## config.mk

```make
export PLATFORM = sky130hd
export DESIGN_NAME = scan_mux
export DESIGN_NICKNAME = d
export VERILOG_FILES = /design/src/rtl/scan_mux_pkg.sv /design/src/rtl/mux_n_to_1.sv /design/src/rtl/scan_mux.sv
export SDC_FILE = /design/constraint.sdc
export NUM_CORES = 1
export LEC_CHECK = 0
export ABC_CLOCK_PERIOD_IN_PS = 4100
export CAP_MARGIN = 20
export CORE_MARGIN = 2
export CORE_UTILIZATION = 34
export CTS_CLUSTER_DIAMETER = 50
export DETAILED_ROUTE_END_ITERATION = 6
export PLACE_DENSITY_LB_ADDON = 0.12
export SLEW_MARGIN = 20
export SYNTH_ARGS = -nofsm -noshare
export SYNTH_HDL_FRONTEND = slang
export SYNTH_SLANG_ARGS = --single-unit
export TNS_END_PERCENT = 5
```

## constraint.sdc

```tcl
create_clock -name clk -period 4.1 [get_ports clk]
set_input_delay 0.41 -clock clk [delete_from_list [all_inputs] [get_ports clk]]
set_output_delay 0.41 -clock clk [all_outputs]
set_load 0.01 [all_outputs]
```

## src/rtl/scan_mux_pkg.sv

```systemverilog
// Shared types and encodings for the scanning channel multiplexer.
package scan_mux_pkg;

    typedef enum logic [1:0] {
        IDLE   = 2'd0,
        MANUAL = 2'd1,
        SCAN   = 2'd2
    } state_e;

    localparam logic MODE_MANUAL = 1'b0;
    localparam logic MODE_SCAN   = 1'b1;

endpackage

```

## src/rtl/mux_n_to_1.sv

```systemverilog
// Index-to-data selector. An index with no matching channel yields zero
// data and o_hit low, so non-power-of-two channel counts are safe.
module mux_n_to_1
    import scan_mux_pkg::*;
#(
    parameter  int WIDTH    = 1,
    parameter  int CHANNELS = 32,
    localparam int SELW     = $clog2(CHANNELS)
) (
    input  logic [CHANNELS*WIDTH-1:0] i_data,
    input  logic [SELW-1:0]           i_sel,
    output logic [WIDTH-1:0]          o_data,
    output logic                      o_hit
);

    // Compare against every real channel; unmatched indices fall through to zero.
    always_comb begin
        o_data = '0;
        o_hit  = 1'b0;
        for (int k = 0; k < CHANNELS; k++) begin
            if (i_sel == SELW'(k)) begin
                o_data = i_data[k*WIDTH +: WIDTH];
                o_hit  = 1'b1;
            end
        end
    end

endmodule

```

## src/rtl/scan_mux.sv

```systemverilog
// Channel multiplexer with manual selection and a dwell-timed scan mode.
// Outputs are registered; the mux is driven with the index that will be
// current after the edge, so out_sel always names the channel behind out.
module scan_mux
    import scan_mux_pkg::*;
#(
    parameter  int WIDTH    = 1,
    parameter  int CHANNELS = 32,
    parameter  int DWELL    = 4,
    localparam int SELW     = $clog2(CHANNELS)
) (
    input  logic                      clk,
    input  logic                      reset,
    input  logic [CHANNELS*WIDTH-1:0] in,
    input  logic [SELW-1:0]           select,
    input  logic                      mode,
    input  logic                      enable,
    output logic [WIDTH-1:0]          out,
    output logic [SELW-1:0]           out_sel,
    output logic                      out_valid,
    output logic                      wrap
);

    localparam int              DW      = (DWELL > 1) ? $clog2(DWELL) : 1;
    localparam logic [SELW-1:0] LAST_CH = SELW'(CHANNELS - 1);
    localparam logic [DW-1:0]   LAST_DW = DW'(DWELL - 1);

    state_e            r_state;
    state_e            w_state_nxt;
    logic [SELW-1:0]   r_ptr;
    logic [DW-1:0]     r_dwell;
    logic [WIDTH-1:0]  r_out;
    logic [SELW-1:0]   r_out_sel;
    logic              r_out_valid;
    logic              r_wrap;

    logic [SELW-1:0]   w_ptr_nxt;
    logic [DW-1:0]     w_dwell_nxt;
    logic [SELW-1:0]   w_idx;
    logic              w_wrap_nxt;
    logic [WIDTH-1:0]  w_mux_data;
    logic              w_mux_hit;

    // State register.
    always_ff @(posedge clk or posedge reset) begin
        if (reset) r_state <= IDLE;
        else       r_state <= w_state_nxt;
    end

    // Next state depends only on the controls, from any state.
    always_comb begin
        w_state_nxt = IDLE;
        if (enable) w_state_nxt = (mode == MODE_SCAN) ? SCAN : MANUAL;
    end

    // Scan pointer / dwell sequencing and the mux index for this edge.
    always_comb begin
        w_ptr_nxt   = r_ptr;
        w_dwell_nxt = r_dwell;
        w_idx       = select;
        w_wrap_nxt  = 1'b0;
        case (w_state_nxt)
            SCAN: begin
                if (r_state != SCAN) begin
                    // Entry: start at select; an out-of-range select starts at 0
                    // so the pointer never sits on a non-existent channel.
                    w_ptr_nxt   = (select <= LAST_CH) ? select : '0;
                    w_dwell_nxt = '0;
                end else if (r_dwell == LAST_DW) begin
                    w_dwell_nxt = '0;
                    w_wrap_nxt  = (r_ptr >= LAST_CH);
                    w_ptr_nxt   = (r_ptr >= LAST_CH) ? '0 : r_ptr + SELW'(1);
                end else begin
                    w_dwell_nxt = r_dwell + DW'(1);
                end
                w_idx = w_ptr_nxt;
            end
            MANUAL:  w_dwell_nxt = '0;
            default: ;
        endcase
    end

    mux_n_to_1 #(
        .WIDTH    (WIDTH),
        .CHANNELS (CHANNELS)
    ) u_mux (
        .i_data (in),
        .i_sel  (w_idx),
        .o_data (w_mux_data),
        .o_hit  (w_mux_hit)
    );

    // Datapath registers; going idle keeps out/out_sel but drops valid and wrap.
    always_ff @(posedge clk or posedge reset) begin
        if (reset) begin
            r_ptr       <= '0;
            r_dwell     <= '0;
            r_out       <= '0;
            r_out_sel   <= '0;
            r_out_valid <= 1'b0;
            r_wrap      <= 1'b0;
        end else begin
            r_ptr   <= w_ptr_nxt;
            r_dwell <= w_dwell_nxt;
            if (w_state_nxt == IDLE) begin
                r_out_valid <= 1'b0;
                r_wrap      <= 1'b0;
            end else begin
                r_out       <= w_mux_data;
                r_out_sel   <= w_idx;
                r_out_valid <= w_mux_hit;
                r_wrap      <= w_wrap_nxt;
            end
        end
    end

    assign out       = r_out;
    assign out_sel   = r_out_sel;
    assign out_valid = r_out_valid;
    assign wrap      = r_wrap;

endmodule

```

==> flow_summary.toml <==
[outcome]
status = "finished clean"

[finish]
nets = 276
syn2layout_area_growth_pct = 37.4
drive_above_1_share = 0.0996
n_antenna_cell = 0
fill_cells = 448
fin_util = 0.479
instances_no_fill = 283

[setup_path]
max_stage_delay_ps = 590
cp_cell_sequence = "ha_1 > and3_1 > ha_1 > or4b_4 > a31o_4 > or3_1 > or4_1 > o21ai_1 > a2bb2oi_2"
slowest_stage = "or4b_4"
cpMostUsedCell = "ha_1"
endpoint_kind = "register"
worstSetupPathType = "reg -> reg"
cp.buffers_inverters = 0
arrival_ps = 3360
cp_max_fo = 10
cpLargestDelayFamily = "simple AND/OR/NAND/NOR gates"
crit_path_start_kind = "register"
critPathRequiredTime_ps = 4280

[pwr]
power_mw = 0.501
p_leak_nw = 0.836
ir_drop_mv = 0.141
powerDensity_nw_per_um2 = 242

[drt]
vias = 1592
wl_mm = 4.20
routed_via_density = 5.63
drtIter0Drc = 187
drc = 0
first_pass_iters = 4
wire_per_inst_um = 14.8
ant_nets = 0

[global_route]
grt_pass1_wl_mm = 7.14
first_global_vias = 1479
grt_max_degree = 19
grt_overflow = 0
grtUsageTotal = 0.173
antenna_found_initial = 0

[clock_network]
cts.sinks = 17
numCtsBuffers = 3
cts.clk_slew.worst_paths_ps = 70
clock_latency_ps = 250
root_buffer = "clkbuf_8"
post_cts_buffers = 0
post_cts_resized = 0
cts_tree = "built"
cts_hold_buf = 0
clockBufferDepth = 2
cts-htree-levels = 1

[synth]
synth_ff_type = "dfrtp_1"
ys_types = 53
syn_nets = 231
async_reset_ff_frac = 1.00
synth.avg_cell_area_um2 = 8.07
yosysWarnings = 0
synth.yosys.seq_area_share = 0.282
netlist_area_um2 = 1510
synthCells = 187
synth_edf_count = 0
synth-seq-cells = 17

[die]
coreArea_um2 = 4320
num_io_pins = 49
dieArea_um2 = 4990
die_height_um = 70.6
rows = 24
start_util = 0.349
fp.dieW_um = 70.6

[sta]
worst_pin_slew_ps = 709
final.setup_skew_ps = 3.77
layout_worst_path_cycle_share = 0.774
max_slew_margin = 0.525
slew_viol_final = 0
layout_min_cycle_time_ps = 3180
finalSetupViolations = 0
finalHoldViolCount = 0
finalSetupTns_ps = 0
fmax_ghz = 0.315
holdWs_ps = 501
rsz0062_at_grt = "false"

[min_path]
hold_path_class = "reg -> reg"

[place]
portBuffers = 48
hpwl_mm = 3.35
dp_cells = 279
gp_congestion = 0.913

[run]
maxCapViolations = 0
-- cell usage after synthesis (5+ instances only) --
cell type,count,area [um^2]
dfrtp_1,17,425
nand2_1,16,60.1
a21oi_1,14,70.1
nor2_1,14,52.6
o21ai_0,14,70.1
inv_1,13,48.8
clkbuf_1,6,22.5
a31oi_1,5,31.3
mux2_2,5,56.3
nand3_1,5,25.0
o22ai_1,5,31.3
-- registers in the layout, summed over array words and instances (netlist names) --
register and count:
r_ptr 5, r_dwell 2, out 1, out_valid 1, out_sel 5, r_state 2
wrap 1
-- cells by family after synthesis --
family | after synthesis | synth area share
AOI/OAI and AO/OA | 65 | 0.293
xor gates and xnor gates | 1 | 0.00581
adders and majority gates | 3 | 0.0249
buffers and inverters | 23 | 0.0605
DFF | 17 | 0.282
muxes | 10 | 0.0788
and+or+nand+nor | 68 | 0.255
-- power breakdown --
group	switching [mW]	internal (mW)
combinational	0.0809	0.0960
sequential	0.0168	0.184
clock	0.0559	0.0673
-- metal layers --
layer,up-vias,wire length (um),track usage,share of wire
li1,794,-,-,-
met1,746,1960,0.250,0.47
met2,52,1970,0.279,0.47
met3,0,276,0.0427,0.066
met4,0,0,0.00629,0
met5,-,0,0,0
-- worst register-to-register path: stages (launching register included) --
cell	delay, ps
dfrtp_1	470
ha_1	250
and3_1	170
ha_1	250
or4b_4	590
a31o_4	270
or3_1	320
or4_1	530
o21ai_1	110
a2bb2oi_2	140
-- cells in the final DEF, fill, tap and decap left out, drive strengths merged, types with 4 or more instances in the layout --
cell type | netlist | final
a31oi | 5 | 5
a21oi | 14 | 14
mux2i | 4 | 4
and3 | 4 | 4
o21ai | 15 | 15
nand2 | 16 | 16
clkdlybuf4s50 | 0 | 48
o31ai | 4 | 4
dfrtp | 17 | 17
o22ai | 5 | 5
mux2 | 5 | 5
nor2 | 14 | 14
inv | 13 | 13
a211oi | 4 | 4
nand3 | 6 | 6
-- final cells by class --
class	instances	area, um^2	area share
Clock buffer	3	41.3	0.0199
Clock inverter	1	5.00	0.00241
Inverter	13	48.8	0.0235
Multi-Input combinational cell	147	992	0.479
Sequential cell	17	425	0.205
Tap cell	52	65.1	0.0314
Timing Repair Buffer	50	495	0.239
-- per-stage QoR --
stage	setup slack (ps)	cell area, um^2
2_1_floorplan	1130	1510
6_report	925	2070
3_5_place_dp	894	2030
5_1_grt	612	2070
4_1_cts	934	2070
3_3_place_gp	870	2030
-- final timing paths --
check	from	end	slack [ps]	cells past startpoint
worst max-delay path	r_ptr[0]	out	920	9
max in group asynchronous	reset	r_dwell[0]	3140	2
min in group asynchronous	reset	r_state[0]	540	2
worst min-delay path	r_dwell[0]	r_dwell[0]	500	1
worst max register to register	r_ptr[0]	out	920	9
worst min register to register	r_dwell[0]	r_dwell[0]	500	1
Power figures use the tool's default switching activity.
==> RTL change 1: new RTL, config.mk and constraints unchanged <==
Encoding of `state_e`: now one-hot (3 bits for 3 states).
--- a/src/rtl/scan_mux_pkg.sv
+++ b/src/rtl/scan_mux_pkg.sv
@@ -3,6 +3,6 @@
 
-    typedef enum logic [1:0] {
-        IDLE   = 2'd0,
-        MANUAL = 2'd1,
-        SCAN   = 2'd2
+    typedef enum logic [2:0] {
+        IDLE   = 3'b001,
+        MANUAL = 3'b010,
+        SCAN   = 3'b100
     } state_e;
Behaviour: no difference found for any inputs over 10 cycles, from zero or initial values and one cycle with reset high; not proved beyond that.
==> RTL change 1 against the original RTL <==
- largest cell class unchanged
- worst hold slack better by 0.0081 ns
- total power up 0.46%
- sequential cell count up 1
- synthesized cell count up 0.53%
- area after synthesis up 2.7%
- first-iteration DRC count down 7.5%
- via count about the same
- final area up 0.48%
- routed wire length up 0.17%
- register-to-register slack worse by 0.09 ns
- worst setup slack worse by 0.13 ns
==> RTL change 1: results (changes against the original RTL) <==
Status
  • Status: finished, final reports clean

Global routing
  • Initial antenna violation count: 0 (unchanged)
  • First-pass GRT wire length: 6950 microns (-2.7%)
  • Largest net degree at the start of global routing: 20 (+1)
  • GRT Overall Usage: 0.166 (-0.00684)
  • Number of global-route vias before repair: 1460 (-1.3%)

Placed design
  • Gpl congestion: 0.911 (-0.20%)
  • Detail Placement HPWL: 3240 microns (-3.2%)
  • DP Cell Count: 279 (unchanged)
  • Port bufs: 48 (unchanged)

Setup path
  • Critical path endpoint: out$_DFFE_PP0P_
  • Worst-path fanout max: 19 (+9)
  • CP Launch Point: enable
  • FF-to-FF setup slack: 0.83 ns (-0.09 ns)
  • Crit Reg-Reg Endpoint: out$_DFFE_PP0P_
  • Critical Path AT: 3.43 ns (+0.07 ns)
  • Worst Reg2Reg Path Length in Cells: 12 (+3)
  • R2R Path Start: r_ptr[0]$_DFFE_PP0P_

Flow run
  • Max_cap viols: 0 (unchanged)

Power and ir drop
  • Total Power: 0.503 mW (+0.46%)
  • Net switching fraction of the power: 0.306 (-0.000806)
  • Static leakage: 0.815 nW (-2.5%)
  • Peak supply drop: 0.162 mV (+14%)

Synthesis
  • Syn Nets: 232 (+0.43%)
  • Ranking of synthesized cells by area: dfrtp_1 (27%), o21ai_0 (5.2%), nor2_1 (5.1%)
  • Ys async rst share: 1.00 (unchanged)
  • Post-synthesis cell type count: 62 (+17%)
  • Synth Instances: 188 (+0.53%)
  • Register area share after synthesis: 0.292 (+0.00968)
  • Top post-synthesis cells by count: nor2_1 (21), nand2_1 (20), dfrtp_1 (17)
  • Warnings from Yosys: 0 (unchanged)

STA
  • Post-Route Skew: 0.00235 ns (-0.00141 ns)
  • Slew @ Worst Pin: 0.655 ns (-0.0540 ns)

Hold path
  • Hold Path Class: register to register
  • WHS Path Cells: 1 (unchanged)

Clock network
  • CTS H-tree depth: 1 (unchanged)
  • Post-CTS Resized: 0 (unchanged)
  • CTS max path bufs: 2 (unchanged)
  • Post-CTS setup buffers: 0 (unchanged)
  • Clock transition at path regs: 0.06 ns
  • Root buf cell: clkbuf_8

Finish
  • Fill count: 440 (-1.8%)
  • Fraction of layout cells with a size suffix above 1: 0.0952 (-0.00433)

Drt
  • Detailed Route Iter0 Violations: 173 (-7.5%)
  • Drt first pass iters: 4 (unchanged)
  • Avg WL per Cell: 14.9 microns (+0.17%)
  • Vias: 1593 (+0.063%)
  • Drt total wl: 4210 microns (+0.17%)
RTL change 1: how the worst min path moves through the flow:
stage	slack [ns]	from	endpoint
final	0.51	out_sel[0]$_DFFE_PP0P_	out_sel[0]$_DFFE_PP0P_
after CTS	0.51	out_sel[3]$_DFFE_PP0P_	out_sel[3]$_DFFE_PP0P_
after global routing	0.53	r_dwell[1]$_DFFE_PP0P_	r_dwell[1]$_DFFE_PP0P_
after global placement	0.49	out_sel[3]$_DFFE_PP0P_	out_sel[3]$_DFFE_PP0P_
after floorplan	0.35	reset	out$_DFFE_PP0P_
after detailed placement	0.49	out_sel[3]$_DFFE_PP0P_	out_sel[3]$_DFFE_PP0P_
RTL change 1: metrics by stage:
step / instance area, sq um / hold WS [ns] / setup slack, ns
final: 2080 / 0.509 / 0.798
after global routing: 2080 / 0.531 / 0.543
after global placement: 2040 / 0.494 / 0.677
after CTS: 2080 / 0.512 / 0.844
after detailed placement: 2040 / 0.494 / 0.575
after floorplan: 1550 / 0.348 / 1.36
RTL change 1: power groups by stage:
stage / registers, mW / logic [mW] / clock network (mW)
2_1_floorplan: 0.213 / 0.0923 / 0
3_3_place_gp: 0.215 / 0.170 / 0
3_5_place_dp: 0.213 / 0.170 / 0
4_1_cts: 0.211 / 0.171 / 0.126
5_1_grt: 0.213 / 0.187 / 0.136
6_report: 0.211 / 0.170 / 0.122
RTL change 1: layer usage:
metal / routed length (microns) / global-route usage / up-vias
met5: 0 / 0 / -
met4: 23 / 0.0273 / 0
met3: 222 / 0.0211 / 4
met2: 1910 / 0.254 / 38
met1: 2050 / 0.254 / 762
li1: - / - / 789
RTL change 1: worst max-delay path, cell delays in order:
cell and delay, ns:
clkdlybuf4s50_1 0.70, nand2_2 0.27, inv_1 0.15, nand2_2 0.20
o21ai_4 0.49, mux2_1 0.39, a221oi_2 0.23, o32a_1 0.18
a31oi_1 0.08, a21oi_1 0.21, a211oi_2 0.10
RTL change 1: area by class of cell:
cell class	instances	area, sq um	area share
well taps	52	65.1	0.0312
inverters	5	18.8	0.00901
clock buffers	4	45.0	0.0216
multi-input cells	155	1010	0.487
flip-flops and latches	18	452	0.217
repair buffers	49	488	0.234
RTL change 1: logic make-up (layout without fill, tap and decap cells):
family / Yosys count / after routing / synth area share
flip-flops: 18 / 18 / 0.292
adder cells (fa/ha/maj): 3 / 3 / 0.0242
AO/OA/AOI/OAI: 76 / 76 / 0.345
buffers and inverters: 15 / 58 / 0.0533
multiplexers: 6 / 6 / 0.0404
AND/OR/NAND/NOR: 69 / 69 / 0.240
XOR/XNOR: 1 / 1 / 0.00566
==> RTL change 2: new RTL, same settings <==
Without the edit above. `CHANNELS` is set to 32 in 2 places; all go to 16.
--- a/src/rtl/mux_n_to_1.sv
+++ b/src/rtl/mux_n_to_1.sv
@@ -6,3 +6,3 @@
     parameter  int WIDTH    = 1,
-    parameter  int CHANNELS = 32,
+    parameter  int CHANNELS = 16,
     localparam int SELW     = $clog2(CHANNELS)
--- a/src/rtl/scan_mux.sv
+++ b/src/rtl/scan_mux.sv
@@ -7,3 +7,3 @@
     parameter  int WIDTH    = 1,
-    parameter  int CHANNELS = 32,
+    parameter  int CHANNELS = 16,
     parameter  int DWELL    = 4,
Ports: changed (resized in, out_sel and select); port bits go from 49 to 31. The function was not compared with the original's and may differ.
==> RTL change 2 against the original RTL <==
- global-route usage decreased by 1.9 points
- routed wire length down 38%
- area after synthesis down 28%
- die area down 27%
- largest power group unchanged
- total power decreased by 26%
- non-clock buffer count decreased by 20
- sequential cell count fell by 2
- worst setup slack improved by 0.22 ns
- sequential power is 11% lower
- worst hold slack got worse by 0.032 ns
- highest routed layer is now met4
- final area fell by 31%
- clock skew increased by 0.0014 ns
==> RTL change 2: results (changes against the original RTL) <==
Status
  • Status: finished, final reports clean

Synthesis
  • Post-synthesis cell type count: 46 (-13%)
  • Syn_area_per_cell: 8.66 sq um (+7.3%)
  • Post-synthesis adder-cell area fraction: 0.0231 (-0.00175)
  • Ranking of synthesized cells by area: dfrtp_1 (35%), o21ai_0 (4.6%), a21oi_1 (4.2%)
  • Mux share of post-synthesis cell area: 0.0486 (-0.0302)
  • Top post-synthesis cells by count: dfrtp_1 (15), nand2_1 (11), o21ai_0 (10)
  • XOR/XNOR share of the synthesized area: 0.00809 (+0.00229)

Global routing
  • Largest net degree at the start of global routing: 17 (-2)
  • First-pass GRT wire length: 4250 microns (-40%)

Placed design
  • DP Worst Slack: 0.814 ns (-0.0806 ns)
  • Gpl congestion: 0.792 (-13%)
  • Area post-placement: 1390 sq um (-31%)
  • Port bufs: 30 (-38%)
  • DP Cell Count: 191 (-32%)

Setup path
  • CP bufs+invs: 1 (+1)
  • Crit path largest cell delay: 0.77 ns (+0.18 ns)
  • R2R Path Start: r_dwell[0]$_DFFE_PP0P_
  • Worst Reg2Reg Path Length in Cells: 7 (-2)
  • CP Class: input pin to register
  • Critical Path AT: 3.12 ns (-0.24 ns)
  • CP Launch Point: enable
  • Worst-path fanout max: 16 (+6)

Finish
  • Fraction of layout cells with a size suffix above 1: 0.0728 (-0.0267)
  • Net count, final: 178 (-36%)
  • Final non-filler cell total: 195 (-31%)

Power and ir drop
  • Static leakage: 0.568 nW (-32%)
  • Peak supply drop: 0.126 mV (-11%)

Clock network
  • Root buf cell: clkbuf_4
  • Clock transition at path regs: 0.10 ns (+0.03 ns)
  • Clock Latency Late Sink: 0.28 ns (+0.03 ns)

Drt
  • Detailed Route Iter0 Violations: 27 (-86%)

STA
  • Relative slew slack: 0.625 (+0.0998)
  • WHS: 0.469 ns (-0.0319 ns)
  • Post-Route Skew: 0.00519 ns (+0.00143 ns)

Hold path
  • Hold Path Class: input pin to async pin
-- RTL change 2: cell count changes after synthesis, moves of 4 or more --
cell     delta
inv_1       -6
a21oi_1     -5
nor2_1      -9
a31oi_1     -4
o21ai_0     -4
nand2_1     -5
-- RTL change 2: cell type report --
cell class                      count  area, sq um
Clock buffer                        3         22.5
Multi-Input combinational cell     95          637
Fill cell                         328         1630
Clock inverter                      1         5.00
Inverter                            7         26.3
Tap cell                           44         55.1
Timing Repair Buffer               30          300
Sequential cell                    15          375
-- RTL change 2: metal layers --
layer	GRT usage	vias to the layer above	share of wire
li1	-	514	-
met1	0.206	472	0.50
met2	0.259	17	0.45
met3	0.0277	2	0.049
met4	0.0373	0	0.0069
met5	0	-	0
-- RTL change 2: report_power, final --
part	internal (mW)	switching [mW]
Sequential	0.162	0.0164
Combinational	0.0587	0.0497
Clock	0.0361	0.0483
Total	0.257	0.114
